`src/rtl/addsub_serial.sv`:
```
// ---------------------------------------------------------------------------
// addsub_serial
// Multi-cycle two's-complement adder/subtractor. Each RUN cycle adds one
// CHUNK-bit slice of the operands and keeps the carry between slices in a
// register, so a WIDTH-bit operation takes WIDTH/CHUNK compute cycles.
//
// Ports:
//   clk        clock, all state changes on the rising edge
//   rst        synchronous active-high reset
//   in_valid   operand request valid
//   in_ready   block is idle and can take operands
//   se         0 = A+B, 1 = A-B (sampled on accept)
//   A, B       operands (sampled on accept)
//   out_valid  result available
//   out_ready  consumer takes the result
//   S          result modulo 2^WIDTH
//   C          carry out of the MSB (for subtract, 1 = no borrow)
//   V          signed overflow
//   Z          S == 0
//   N          S[WIDTH-1]
// ---------------------------------------------------------------------------
module addsub_serial #(
    parameter int WIDTH = 16,
    parameter int CHUNK = 4
) (
    input  logic             clk,
    input  logic             rst,
    input  logic             in_valid,
    output logic             in_ready,
    input  logic             se,
    input  logic [WIDTH-1:0] A,
    input  logic [WIDTH-1:0] B,
    output logic             out_valid,
    input  logic             out_ready,
    output logic [WIDTH-1:0] S,
    output logic             C,
    output logic             V,
    output logic             Z,
    output logic             N
);

    localparam int NCHUNK = WIDTH / CHUNK;
    localparam int CW     = (NCHUNK > 1) ? $clog2(NCHUNK) : 1;

    generate
        if (WIDTH < 2 || CHUNK < 1 || CHUNK > WIDTH || (WIDTH % CHUNK) != 0) begin : g_param_check
            $error("addsub_serial: illegal WIDTH/CHUNK combination");
        end
    endgenerate

    typedef enum logic [1:0] {
        IDLE = 2'd0,
        RUN  = 2'd1,
        DONE = 2'd2
    } state_t;

    state_t           state_reg, state_next;
    logic [WIDTH-1:0] a_reg, a_next;
    logic [WIDTH-1:0] b_reg, b_next;      // B already inverted for subtract
    logic [WIDTH-1:0] s_reg, s_next;
    logic             carry_reg, carry_next;
    logic [CW-1:0]    cnt_reg, cnt_next;
    logic             c_reg, c_next;
    logic             v_reg, v_next;
    logic             z_reg, z_next;
    logic             n_reg, n_next;

    // Slice views of the latched operands, selected by the chunk counter.
    logic [CHUNK-1:0] a_chunk [NCHUNK];
    logic [CHUNK-1:0] b_chunk [NCHUNK];
    logic [CHUNK-1:0] a_slice;
    logic [CHUNK-1:0] b_slice;
    logic [CHUNK:0]   slice_sum;
    logic [WIDTH-1:0] s_run;
    logic             last_chunk;

    genvar gi;
    generate
        for (gi = 0; gi < NCHUNK; gi++) begin : g_chunk
            assign a_chunk[gi] = a_reg[gi*CHUNK +: CHUNK];
            assign b_chunk[gi] = b_reg[gi*CHUNK +: CHUNK];
            // Only the slice addressed by the counter takes the new sum;
            // the other slices keep what earlier cycles wrote.
            assign s_run[gi*CHUNK +: CHUNK] = (cnt_reg == CW'(gi)) ? slice_sum[CHUNK-1:0]
                                                                   : s_reg[gi*CHUNK +: CHUNK];
        end
    endgenerate

    assign a_slice    = a_chunk[cnt_reg];
    assign b_slice    = b_chunk[cnt_reg];
    assign slice_sum  = {1'b0, a_slice} + {1'b0, b_slice} + {{CHUNK{1'b0}}, carry_reg};
    assign last_chunk = (cnt_reg == CW'(NCHUNK - 1));

    always_ff @(posedge clk) begin
        if (rst) begin
            state_reg <= IDLE;
            a_reg     <= '0;
            b_reg     <= '0;
            s_reg     <= '0;
            carry_reg <= 1'b0;
            cnt_reg   <= '0;
            c_reg     <= 1'b0;
            v_reg     <= 1'b0;
            z_reg     <= 1'b0;
            n_reg     <= 1'b0;
        end else begin
            state_reg <= state_next;
            a_reg     <= a_next;
            b_reg     <= b_next;
            s_reg     <= s_next;
            carry_reg <= carry_next;
            cnt_reg   <= cnt_next;
            c_reg     <= c_next;
            v_reg     <= v_next;
            z_reg     <= z_next;
            n_reg     <= n_next;
        end
    end

    always_comb begin
        state_next = state_reg;
        a_next     = a_reg;
        b_next     = b_reg;
        s_next     = s_reg;
        carry_next = carry_reg;
        cnt_next   = cnt_reg;
        c_next     = c_reg;
        v_next     = v_reg;
        z_next     = z_reg;
        n_next     = n_reg;
        in_ready   = 1'b0;
        out_valid  = 1'b0;

        case (state_reg)
            IDLE: begin
                in_ready = 1'b1;
                if (in_valid) begin
                    // Subtract is A + ~B + 1: invert B here and seed the carry.
                    a_next     = A;
                    b_next     = B ^ {WIDTH{se}};
                    carry_next = se;
                    cnt_next   = '0;
                    state_next = RUN;
                end
            end
            RUN: begin
                s_next     = s_run;
                carry_next = slice_sum[CHUNK];
                cnt_next   = cnt_reg + CW'(1);
                if (last_chunk) begin
                    c_next     = slice_sum[CHUNK];
                    // Carry-in XOR carry-out of the MSB equals "operand signs
                    // agree but result sign differs".
                    v_next     = (a_reg[WIDTH-1] == b_reg[WIDTH-1]) &&
                                 (s_run[WIDTH-1] != a_reg[WIDTH-1]);
                    z_next     = (s_run == '0);
                    n_next     = s_run[WIDTH-1];
                    state_next = DONE;
                end
            end
            DONE: begin
                out_valid = 1'b1;
                if (out_ready) begin
                    state_next = IDLE;
                end
            end
            default: begin
                state_next = IDLE;
            end
        endcase
    end

    assign S = s_reg;
    assign C = c_reg;
    assign V = v_reg;
    assign Z = z_reg;
    assign N = n_reg;

endmodule

```
`config.mk`:
```
export PLATFORM = sky130hd
export DESIGN_NAME = addsub_serial
export DESIGN_NICKNAME = d
export VERILOG_FILES = /design/src/rtl/addsub_serial.sv
export SDC_FILE = /design/constraint.sdc
export NUM_CORES = 1
export LEC_CHECK = 0
export BUFFER_PORTS_ARGS = -buffer_cell sky130_fd_sc_hd__buf_2
export CAP_MARGIN = 20
export CORE_MARGIN = 5
export CORE_UTILIZATION = 35
export DETAILED_ROUTE_END_ITERATION = 8
export GPL_ROUTABILITY_DRIVEN = 0
export PLACE_DENSITY = 0.57
export SYNTH_ARGS = -nofsm -noshare
export SYNTH_HDL_FRONTEND = slang
export SYNTH_SLANG_ARGS = --single-unit
```
`constraint.sdc`:
```
create_clock -name clk -period 3.7 [get_ports clk]
set_input_delay 0.185 -clock clk [delete_from_list [all_inputs] [get_ports clk]]
set_output_delay 0.185 -clock clk [all_outputs]
set_load 0.02 [all_outputs]
```
-- After elaboration in Yosys (flattened, before gate mapping)
Index checks and enable logic that the tools add are counted.
Widths: inputs -> output; s select.
- multiplexer cells: 20
- magnitude comparators: 1
- bitwise operators: 2
- $add $sub $neg: 3
- reduce and logical (&&, ||, !) cells: 9
- equal/unequal tests: 10
- operators by type and width (operator ; count):
    $mux 4 ; 8
    $bmux 4 s2 ; 2
    $logic_not 16->1 ; 1
    $xor 16x16->16 ; 1
    $mux 2 ; 4
    $eq 2x2->1 const B ; 3
    $ne 2x2->1 const B ; 3
    $pmux 2 s3 ; 1
    $reduce_and 2->1 ; 3
    $add 4x4->5 ; 1
    $add 5x1->5 ; 1
    $eq 2x1->1 const B ; 2
    $logic_not 2->1 ; 2
    $pmux 2 s2 ; 1
    $ge 3x3->1 const B ; 1
    $mux 1 ; 3
    $not 2->3 ; 1
    $reduce_and 3->1 ; 1
    $add 2x1->2 const B ; 1
    $pmux 1 s2 ; 1
    $reduce_bool 2->1 ; 1
    $eq 1x1->1 ; 1
    $logic_and 1x1->1 ; 1
    $ne 1x1->1 ; 1
- input port bits: 37
- word-level logic and storage cells: 55
- output and inout bits: 22
- flip-flop bits (word level): 57

-- Longest topological paths before layout
Gate-level depths: netlist (run 1).
- depth in word-level cells: 9
- depth in mapped cells: 10
- depth with buffers taken out: 9

-- Least setup slack after synthesis (run 1)
OpenSTA, ideal clock, no wires.
- kind: reg-to-reg
- start point: register cnt_reg[0]
- end point: register z_reg, in the netlist Z
- clock period less this slack: 2.841 ns
- slack: 0.859 ns
- cell stages (with the launch flop): 11
- required time: 3.616 ns
- data arrival time: 2.756 ns
- library setup time: 0.084 ns
- buffers on the path: 1
- cells stage by stage: dfxtp_1 -> buf_2 -> mux4_2 -> inv_1 -> fa_1 -> inv_1 -> fa_1 -> nor3b_1 -> o211ai_1 -> or3_1 -> o31ai_2
- word-level cells in the longest chain between the ends: 8
- elaborated cells on any way between the ends: 19
- those cells by class: add/sub (2); eq/ne (3); mux (10); bitwise (1); reduce/logical (3)
- RTL lines (element ; RTL line ; source):
    start: declaration ; 62 ; logic [CW-1:0] cnt_reg, cnt_next;
    start signal: assignment ; 112 ; cnt_reg <= cnt_next;
    $not 2->3 (implied by the code) ; 89, 90 ;
    $bmux 4 s2, on equally long branches ; 89, 90 ;
    $mux 4, on equally long branches (2 in a row) ; 89, 90 ;
    $add 4x4->5 ; 91 ; assign slice_sum = {1'b0, a_slice} + {1'b0, b_slice} + {{CHUNK{1'b0}}, carry_reg};
    $add 5x1->5 ; 91 ;
    $mux 4 ; 84 ; assign s_run[gi*CHUNK +: CHUNK] = (cnt_reg == CW'(gi)) ? slice_sum[CHUNK-1:0]
    $logic_not 16->1 ; 156 ; z_next = (s_run == '0);
    end signal: assignment ; 115 ; z_reg <= z_next;
    end: declaration ; 65 ; logic z_reg, z_next;
Parallel ways exist; a longest one is shown, timed or not. The select of a mux whose other input is x is not followed.
A chain may end at the register's enable or synchronous reset.

-- Final worst setup path (run 1)
- start point: register cnt_reg[1]
- end point: register z_reg, in the netlist Z
Same word-level chain as after synthesis.

==> impl_metrics.json, run 1 <==
{
  "nets": 383,
  "gr-total-overflow": 0,
  "cts.sinks": 57,
  "power.density_nw_per_um2": 463,
  "first_iter_violations": 68,
  "status": "completed",
  "regArea_sq_um": 1140,
  "worstReg2RegEnd": "Z",
  "num_antenna_cells": 0,
  "post-route-period-util_pct": 79.7,
  "r2r_slack_ns": 0.75,
  "max_cap_violations": 0,
  "via_per_inst": 4.77,
  "dp.final_hpwl_microns": 4280,
  "rows": 31,
  "cts_resized": 0,
  "drive_gt1_share_pct": 25.7,
  "dp_slack_ns": 0.761,
  "crit_buf_inv": 2,
  "yosysTopAreaCell": "dfxtp_1",
  "clock_latency_ns": 0.33,
  "synth.distinct_cells": 38,
  "synth_edf_count": 0,
  "path_class": "flop to flop",
  "hold_path_end": "a_reg[15]",
  "die_h_microns": 96.7,
  "grt.total_usage_pct": 12.6,
  "avgSynthCellArea_sq_um": 9.14,
  "cp_max_fo": 11,
  "cp.required_ns": 3.94,
  "hold_buffers": 0,
  "cts_max_path_buffers": 2,
  "cpPeakStageDelay_ns": 0.61,
  "async_flop_share_pct": 0,
  "synth.top_cell.area_share_pct": 43.4,
  "cp_top_family": "adder cells",
  "antenna_found_initial": 0,
  "hold_viol_final": 0,
  "cp-start-kind": "flop",
  "arrival_ns": 3.19,
  "syn_area_sq_um": 2630,
  "multi_input_area_sq_um": 1380,
  "clock.fmax_ghz": 0.339,
  "h-tree-depth": 3,
  "crit_slowest_cell": "dfxtp_1",
  "dr.pass1.iters": 4,
  "cts_root_buffer": "clkbuf_8",
  "tightestPinTransition_ns": 1.03,
  "post-route-min-period_ns": 2.95,
  "synth_seq_area_share_pct": 43.4,
  "chipWidth_microns": 96.7,
  "min_from": "A[15]",
  "ir_drop_mv": 0.231,
  "fin_setup_tns_ns": 0,
  "grt_pass1_wl_microns": 9740,
  "area_growth_pct": 20.3,
  "fin_ws_ns": 0.752,
  "end_kind": "flop",
  "post-cts-setup-buffers": 0,
  "numPortBuffers": 58,
  "start_util_pct": 36.1,
  "hold_depth": 3,
  "yosysMostFrequentCell": "dfxtp_1",
  "rr_worst_depth": 9,
  "synth.net_count": 334,
  "slew_headroom_pct": 31.7,
  "cp_num_cells": 9,
  "yosys-top-cells-area": "dfxtp_1 43%, a211oi_1 7.1%, mux4_2 6.8%, nand2_1 5.6%, a21oi_1 5.3%",
  "skew_ns": 0.00467,
  "final-setup-viol-count": 0,
  "ios": 59,
  "final_antenna_net_count": 0,
  "wl_microns": 5690,
  "synth-main-ff-cell": "dfxtp_1",
  "die_area_sq_um": 9350,
  "wl_per_cell_microns": 12.9,
  "startpoint": "cnt_reg[1]",
  "grt_max_degree": 59,
  "rsz0062_at_grt": "false",
  "core_area_sq_um": 7290,
  "clk_pin_slew_ns": 0.06,
  "cts_tree": "yes",
  "drc": 0,
  "grt_pass1_vias": 2065,
  "drv_slew": 0,
  "yosys_warnings": 0,
  "vias": 2104,
  "crit_chain": "mux4_2 -> inv_1 -> fa_1 -> inv_1 -> fa_1 -> nor3b_1 -> o211ai_1 -> or3_1 -> o31ai_2",
  "r2r_start": "cnt_reg[1]",
  "p_leak_nw": 1.28,
  "synth-seq-cells": 57,
  "syn_inst": 288,
  "synth_common_cells": "57 x dfxtp_1, 39 x nand2_1, 33 x nor2_1",
  "cts_made_buffers": 9,
  "hp-class": "input port to flop",
  "nFillCells": 784
}
[cell type report]
cell class                 instances  share of cell area (%)
timing repair buffer              60                    9.65
tap                               99                    3.91
sequential                        57                    36.1
clock buffer                      13                    4.71
inverter                           7                   0.830
clock inverter                     3                    1.27
multi-input combinational        202                    43.6
[metal layers]
layer	up-vias	part of all wire, %	track usage, %
met3	6	6.4	5.40
met4	0	0.90	4.21
li1	1098	-	-
met2	59	46	19.2
met5	-	0	0
met1	941	47	16.0
[how the worst max path moves through the flow]
stage,to
after global placement,Z
after detailed placement,Z
after CTS,Z
after floorplan,Z
final,Z
after global routing,Z
[per-stage QoR]
step                      hold slack, ns  area [sq um]  cells  power (W)  utilization [%]
final                             0.0945          3160    441    0.00146             43.4
after global routing              0.0798          3160    441    0.00155             43.4
after CTS                         0.0802          3160    441    0.00149             43.4
after detailed placement           0.436          2980    425   0.000928             40.8
after global placement             0.436          2980    425   0.000925             40.8
after floorplan                    0.321          2630    288   0.000860                -
[worst min-delay path: stages]
cell and delay [ns]:
buf_2 0.09, nand2_1 0.05, a21oi_1 0.05
[kinds of logic (layout without fill, tap and decap cells)]
kind of cell             after synthesis  in the layout  synth area share [%]
AO/OA/AOI/OAI                         64             64                  15.9
flip-flops                            57             57                  43.4
AND/OR/NAND/NOR                      100            100                  17.1
buffers and inverters                 29             83                  4.47
XOR/XNOR                              17             17                  5.94
multiplexers                          12             12                  8.37
adder cells (fa/ha/maj)                9              9                  4.85
[layout by cell type (no fill, tap or decap), types with 5 or more instances in the layout]
cell / n
buf_2: 58
dfxtp_1: 57
nand2_1: 39
nor2_1: 33
a21oi_1: 28
a211oi_1: 25
xnor2_1: 16
clkbuf_8: 10
mux4_2: 8
inv_1: 7
ha_1: 7
nand2b_1: 5
[report_power, final]
part           switching [W]  internal (W)  total, W
Sequential         0.0000255      0.000650  0.000676
Combinational       0.000130      0.000106  0.000236
Clock               0.000225      0.000328  0.000552
Note: power is estimated with default switching activity, not from simulation.
==> run 2: changes to the inputs <==
clock period = 2.95 ns   (was 3.7 ns; I/O delays follow)
==> impl_metrics.json, run 2 (synthesis results as in run 1) <==
{
  "dp.final_hpwl_microns": 4240,
  "core_area_sq_um": 7290,
  "fin_setup_tns_ns": 0,
  "final-setup-viol-count": 0,
  "area_growth_pct": 21.9,
  "nFillCells": 782,
  "total_power_w": 0.00187,
  "dp_slack_ns": 0.223,
  "placed_area_sq_um": 3010,
  "gr-total-overflow": 0,
  "cp.required_ns": 3.16,
  "power.density_nw_per_um2": 583,
  "arrival_ns": 2.92,
  "cts_root_buffer": "clkbuf_8",
  "start_util_pct": 36.1,
  "min_from": "A[0]",
  "post-cts-setup-buffers": 0,
  "first_iter_violations": 89,
  "final_common_cell": "buf_2",
  "hold_buffers": 0,
  "grt_pass1_vias": 2120,
  "cts_max_path_buffers": 2,
  "path_class": "flop to flop",
  "crit_slowest_cell": "mux4_2",
  "post-route-period-util_pct": 91.9,
  "worstReg2RegEnd": "V",
  "clk_pin_slew_ns": 0.06,
  "end_kind": "flop",
  "numPortBuffers": 58,
  "final_antenna_net_count": 0,
  "clock.fmax_ghz": 0.369,
  "cts_made_buffers": 9,
  "ir_drop_mv": 0.280,
  "nets": 388,
  "max_cap_violations": 0,
  "fin_ws_ns": 0.239,
  "grt.total_usage_pct": 12.9,
  "rows": 31,
  "tightestPinTransition_ns": 1.03,
  "cpPeakStageDelay_ns": 0.52,
  "cp-endpoint": "V",
  "cp_max_fo": 9,
  "cts_tree": "yes",
  "rsz0062_at_grt": "false",
  "cp-start-kind": "flop",
  "chipWidth_microns": 96.7,
  "slew_headroom_pct": 31.1,
  "die_h_microns": 96.7,
  "cts_resized": 0,
  "die_area_sq_um": 9350,
  "skew_ns": 0.00451,
  "cts.sinks": 57,
  "crit_chain": "buf_4 -> mux4_2 -> ha_1 -> and3b_1 -> or3_1 -> a221oi_1 -> a211oi_2",
  "h-tree-depth": 3,
  "wl_per_cell_microns": 12.8,
  "num_antenna_cells": 0,
  "post-route-min-period_ns": 2.71,
  "hold_viol_final": 0,
  "via_per_inst": 4.73,
  "drive_gt1_share_pct": 27.2,
  "r2r_slack_ns": 0.24,
  "startpoint": "cnt_reg[0]",
  "status": "completed",
  "vias": 2103,
  "clock_latency_ns": 0.33,
  "drc": 0,
  "grt_pass1_wl_microns": 9920,
  "ios": 59,
  "wl_microns": 5710,
  "drv_slew": 0,
  "antenna_found_initial": 0,
  "rr_worst_depth": 7,
  "hp-class": "input port to flop",
  "grt_max_degree": 59,
  "final_area_sq_um": 3210,
  "r2r_start": "cnt_reg[0]",
  "p_leak_nw": 1.31,
  "layout_common_cells": "58 x buf_2, 57 x dfxtp_1, 39 x nand2_1, 33 x nor2_1, 28 x a21oi_1",
  "dr.pass1.iters": 4
}
run 2: cell count changes in the layout (fill, tap and decap cells not counted):
cell,previous run,this run
clkbuf_1,3,1
buf_4,2,7
clkbuf_8,10,11
run 2: worst min path at each step:
stage / end / slack [ns] / depth (start not counted)
after detailed placement: a_reg[0] / 0.39 / 3
after global routing: a_reg[0] / 0.05 / 3
final: a_reg[0] / 0.05 / 3
after CTS: a_reg[0] / 0.04 / 3
after global placement: a_reg[0] / 0.39 / 3
after floorplan: a_reg[0] / 0.28 / 2
run 2: area by class of cell:
type / instances / area (sq um) / share of cell area, %
Multi-Input combinational cell: 202 / 1380 / 43.0
Sequential cell: 57 / 1140 / 35.6
Timing Repair Buffer: 65 / 343 / 10.7
Clock buffer: 12 / 155 / 4.84
Tap cell: 99 / 124 / 3.86
Clock inverter: 3 / 40.0 / 1.25
Inverter: 7 / 26.3 / 0.819
run 2: stage by stage:
| step | hold WS (ns) | util, % | instances |
|---|---|---|---|
| floorplan | 0.283 | - | 288 |
| global placement | 0.394 | 41.3 | 430 |
| detailed placement | 0.394 | 41.3 | 430 |
| CTS | 0.0378 | 44.0 | 445 |
| global route | 0.0462 | 44.0 | 445 |
| finish | 0.0515 | 44.0 | 445 |
run 2: power by group:
group	internal (W)	switching [W]
Combinational	0.000143	0.000167
Clock	0.000428	0.000285
Sequential	0.000816	0.0000300
run 2: layer usage:
| metal | up-vias | global-route usage (%) | routed length [microns] |
|---|---|---|---|
| met5 | - | 0 | 0 |
| li1 | 1107 | - | - |
| met1 | 941 | 16.0 | 2710 |
| met4 | 0 | 4.75 | 60 |
| met2 | 49 | 20.2 | 2630 |
| met3 | 6 | 4.96 | 304 |
run 2: worst max-delay path, delay by kind of cell, from the launching register on:
family	cells	cell delay [ns]
simple gates	2	0.67
flops	1	0.39
fa+ha+maj	1	0.38
compound gates	2	0.41
mux	1	0.52
buf+inv	1	0.22
